### config.mk
export PLATFORM = sky130hd
export DESIGN_NAME = mem_arbiter
export DESIGN_NICKNAME = d
export VERILOG_FILES = /design/src/rtl/mem_arbiter.sv
export SDC_FILE = /design/constraint.sdc
export NUM_CORES = 1
export LEC_CHECK = 0
export CAP_MARGIN = 15
export CORE_AREA = 2 2 275 277
export DETAILED_ROUTE_END_ITERATION = 12
export DIE_AREA = 0 0 277 279
export GPL_ROUTABILITY_DRIVEN = 1
export PLACE_DENSITY = 0.4
export SYNTH_ARGS = -nofsm -noshare
export SYNTH_HDL_FRONTEND = slang
export SYNTH_SLANG_ARGS = --single-unit
export TNS_END_PERCENT = 20
### constraint.sdc
create_clock -name clk -period 1.39 [get_ports clk]
set_input_delay 0.139 -clock clk [delete_from_list [all_inputs] [get_ports clk]]
set_output_delay 0.139 -clock clk [all_outputs]
set_load 0.05 [all_outputs]
### src/rtl/mem_arbiter.sv
`default_nettype none
// ============================================================================
// Module   : mem_arbiter
// Brief    : Arbitrates I-cache line fills and D-cache fills/writebacks onto
//            a single physical-memory port (IDLE/SERVE_I/SERVE_D/DONE FSM).
//            Optional macro ARB_ROUND_ROBIN_EN: round-robin on contention
//            (otherwise the D-cache always wins).
// Revision : 1.0 - initial release
// ============================================================================
module mem_arbiter #(
    parameter int ADDR_WIDTH = 16,
    parameter int LINE_WIDTH = 128
) (
    input  logic                  clk,
    input  logic                  rst_n,
    input  logic                  icache_pmem_read,
    input  logic [ADDR_WIDTH-1:0] icache_pmem_address,
    output logic                  icache_pmem_resp,
    output logic [LINE_WIDTH-1:0] icache_pmem_rdata,
    input  logic                  dcache_pmem_read,
    input  logic                  dcache_pmem_write,
    input  logic [ADDR_WIDTH-1:0] dcache_pmem_address,
    input  logic [LINE_WIDTH-1:0] dcache_pmem_wdata,
    output logic                  dcache_pmem_resp,
    output logic [LINE_WIDTH-1:0] dcache_pmem_rdata,
    output logic                  pmem_read,
    output logic                  pmem_write,
    output logic [ADDR_WIDTH-1:0] pmem_address,
    output logic [LINE_WIDTH-1:0] pmem_wdata,
    input  logic                  pmem_resp,
    input  logic [LINE_WIDTH-1:0] pmem_rdata
);

    localparam logic [1:0] S_IDLE    = 2'd0;
    localparam logic [1:0] S_SERVE_I = 2'd1;
    localparam logic [1:0] S_SERVE_D = 2'd2;
    localparam logic [1:0] S_DONE    = 2'd3;

    logic [1:0] r_state;
    logic [1:0] w_next_state;
    logic       w_i_req;
    logic       w_d_req;
    logic       w_grant_d;

    assign w_i_req = icache_pmem_read;
    assign w_d_req = dcache_pmem_read | dcache_pmem_write;

`ifdef ARB_ROUND_ROBIN_EN
    // 1 = the D-cache was the last side to enter service; reset means I-cache
    logic r_last_grant_d;

    // Record which side enters service whenever IDLE hands out a grant
    always_ff @(posedge clk) begin
        if (!rst_n) begin
            r_last_grant_d <= 1'b0;
        end else if (r_state == S_IDLE && (w_i_req || w_d_req)) begin
            r_last_grant_d <= w_grant_d;
        end
    end

    // On contention the side that did not go last is granted
    assign w_grant_d = w_d_req && (!w_i_req || !r_last_grant_d);
`else
    // D-cache wins every contention
    assign w_grant_d = w_d_req;
`endif

    // State register
    always_ff @(posedge clk) begin
        if (!rst_n) begin
            r_state <= S_IDLE;
        end else begin
            r_state <= w_next_state;
        end
    end

    // Next-state logic; responses outside a SERVE state are simply ignored
    always_comb begin
        w_next_state = r_state;
        case (r_state)
            S_IDLE: begin
                if (w_grant_d) begin
                    w_next_state = S_SERVE_D;
                end else if (w_i_req) begin
                    w_next_state = S_SERVE_I;
                end
            end
            S_SERVE_I: if (pmem_resp) w_next_state = S_DONE;
            S_SERVE_D: if (pmem_resp) w_next_state = S_DONE;
            default:   w_next_state = S_IDLE;
        endcase
    end

    // Output decode; everything is forced low while reset is asserted
    always_comb begin
        pmem_read        = 1'b0;
        pmem_write       = 1'b0;
        pmem_address     = '0;
        pmem_wdata       = '0;
        icache_pmem_resp = 1'b0;
        dcache_pmem_resp = 1'b0;
        if (rst_n) begin
            case (r_state)
                S_SERVE_I: begin
                    pmem_read        = 1'b1;
                    pmem_address     = icache_pmem_address;
                    icache_pmem_resp = pmem_resp;
                end
                S_SERVE_D: begin
                    // A writeback takes priority over a fill if both are raised
                    pmem_write       = dcache_pmem_write;
                    pmem_read        = dcache_pmem_read & ~dcache_pmem_write;
                    pmem_address     = dcache_pmem_address;
                    pmem_wdata       = dcache_pmem_wdata;
                    dcache_pmem_resp = pmem_resp;
                end
                default: begin
                end
            endcase
        end
    end

    // Fill data goes to both caches; only the resp pulse qualifies it
    assign icache_pmem_rdata = rst_n ? pmem_rdata : '0;
    assign dcache_pmem_rdata = rst_n ? pmem_rdata : '0;

endmodule
`default_nettype wire

==> out/results.tsv <==
metric	value	unit
status	finished with violations	
violations	setup timing	
syn_nets	791	
design_area	15500	um^2
cts_buffers	3	
hold_path_class	reg2reg	
met3_usage	0.0579	
critPathCaptureType	output pin	
setup_ws	-300	ps
worstPathMaxFanout	5	
syn_inst	492	
rows	100	
p_per_area	812	nW/um^2
firstDrtPassIters	4	
synth_flop_cell	dfxtp_1	
gp_congestion	0.871	
crit_path_end	pmem_read	
fmax	592	MHz
maxCapViolCount	0	
largest-register	r_state	
finalSetupViolations	149	
grt_max_degree	77	
top_regs	r_state (2)	
drc	0	
synth_top_area_frac	0.309	
fillers	7926	
arrival	1550	ps
ir_drop	675	uV
synth_area_leader_cell	buf_4	
critPathLaunch	r_state[0]	
grt-busiest-layer	met2	
track_usage	0.110	
cts_tree	done	
synth_area	3210	um^2
critPathKind	reg2out	
num_io_pins	698	
leakagePower	6.15	nW
cp-start-kind	flip-flop	
p_total	12.6	mW
first_iter_violations	138	
clockBufferDepth	2	
via_count	5846	
synth_seq_cells	2	
ys_async_sr_fraction	0	
nNetsFinal	1360	
root_buffer	clkbuf_16	
grt_util_met2	0.199	
worstSkewPairLatency	220	ps
synth_cell_type_count	24	
rr_endpoint	r_state[0]	
largest_reg_flops	2	
fin_worst_skew	0.753	ps
drv_slew	0	
die_y	279	um
cts-htree-levels	1	
cp.required	1250	ps
start_util	0.0433	
crit_top_cell	buf_12	
ant_nets	0	
dieArea	77300	um^2
finalHoldViolations	0	
clkTransAtPathRegs	30	ps
crit_path_max_incr_delay	340	ps
grt_overflow	0	
grt_first_pass_wirelength	58.1	mm
coreArea	74100	um^2
grt_util_met1	0.113	
worst_pin_slew	336	ps
portBuffers	697	
die_w	277	um
slowest_stage	dfxtp_2	
rr_startpoint	r_state[0]	
wl	44.2	mm
fin_crit_sh	1.22	
synth_edf_count	0	
r2r_slack	-90	ps
grt_pass1_vias	6401	
reg2reg_depth	6	
antenna_found_initial	40	
max_slew_margin	0.778	
rsz0062_at_grt	true	
drive_above_1_share	0.531	
syn_avg_cell_area	6.52	um^2
cts_sinks	2	
hpwlAfterDp	41.0	mm
hold_ws	521	ps
area_delta_synth_final	384	%
min_period	1690	ps
ys_seq_area_frac	0.0125	
placed_area	15100	um^2
crit_path_cell_trace	inv_2, buf_6, ha_4, nand2_8, buf_12, nor2_4, buf_12	
synth.area.top_cells	buf_4 (31%), and3_1 (25%), and2_1 (25%)	
cts_hold_buf	0	
post_drt_wl_per_cell	21.7	um
viasPerCell	2.87	
synth_warnings	0	
critical path: cells and delay by family (launching register included):
| family | cells | cell delay [ps] |
|---|---|---|
| fa+ha+maj | 1 | 280 |
| buf+inv | 4 | 490 |
| simple gates | 2 | 210 |
| flops | 1 | 340 |
cell usage after synthesis, drive strengths merged, types with 2 or more instances:
library cell / count
a22oi: 16
and2: 128
and3: 131
buf: 137
clkbuf: 39
dfxtp: 2
ha: 5
inv: 4
nand2: 3
nor2: 17
layout by cell type, fill, tap and decap left out, types with 2 or more instances in the layout:
cell type          n
nor2_4            17
buf_8              2
and2_1           127
inv_1              2
and3_2            27
a22oi_2           15
buf_4             15
inv_2              2
diode_2            7
dfxtp_2            2
and3_1            64
clkdlybuf4s50_1  292
nand2_1            2
ha_4               4
buf_6              3
and3_4            40
clkbuf_16          4
buf_12           426
final cells by class:
| cell class | count | area [um^2] | area share |
|---|---|---|---|
| Tap cell | 969 | 1210 | 0.0781 |
| Clock buffer | 3 | 75.1 | 0.00484 |
| Antenna cell | 7 | 17.5 | 0.00113 |
| Multi-Input combinational cell | 310 | 2480 | 0.160 |
| Sequential cell | 2 | 42.5 | 0.00274 |
| Inverter | 4 | 15.0 | 0.000967 |
| Timing Repair Buffer | 740 | 11700 | 0.752 |
worst min path at each step:
stage / startpoint / endpoint / slack, ps / cells after the start
6_report: r_state[0] / r_state[0] / 520 / 1
5_1_grt: r_state[0] / r_state[0] / 550 / 1
4_1_cts: r_state[0] / r_state[0] / 520 / 1
3_5_place_dp: r_state[0] / r_state[0] / 510 / 1
3_3_place_gp: r_state[0] / r_state[0] / 510 / 1
2_1_floorplan: pmem_resp / r_state[1] / 400 / 3
report_power, final:
group	switching (mW)	internal (mW)	leakage, nW
sequential	0.0264	0.0846	0.0172
clock	0.0680	0.366	0.0370
combinational	6.27	5.79	6.10
stage by stage:
stage          setup TNS [ps]   util  cells  setup slack, ps
6_report               -33190  0.210   2035             -300
4_1_cts                -36880  0.207   2025             -318
3_5_place_dp            -3050  0.204   2020            -99.2
5_1_grt                -44470  0.209   2029             -360
2_1_floorplan          -14820      -    492             -119
3_3_place_gp            -2600  0.204   2020             -106
timing repair:
item                                    in CTS  in global routing
buffers inserted                             1                  2
pin swaps                                    9                 10
endpoints found under the setup margin     150                152
resized for setup                           32                 22
cloned                                       1                  1
cells by family (layout without fill, tap and decap cells):
kind of cell	count (synthesis)	in the layout	share of synthesized area
buffers and inverters	180	747	0.371
other	0	7	0
AOI/OAI and AO/OA	22	22	0.0511
muxes	1	1	0.00312
and+or+nand+nor	282	282	0.543
DFF	2	2	0.0125
adders and majority gates	5	5	0.0195
per-layer routing:
metal | vias up | part of all wire
met5 | - | 0.0041
met4 | 26 | 0.019
met3 | 66 | 0.12
met2 | 459 | 0.51
met1 | 2662 | 0.34
li1 | 2633 | -
Power figures use the tool's default switching activity.
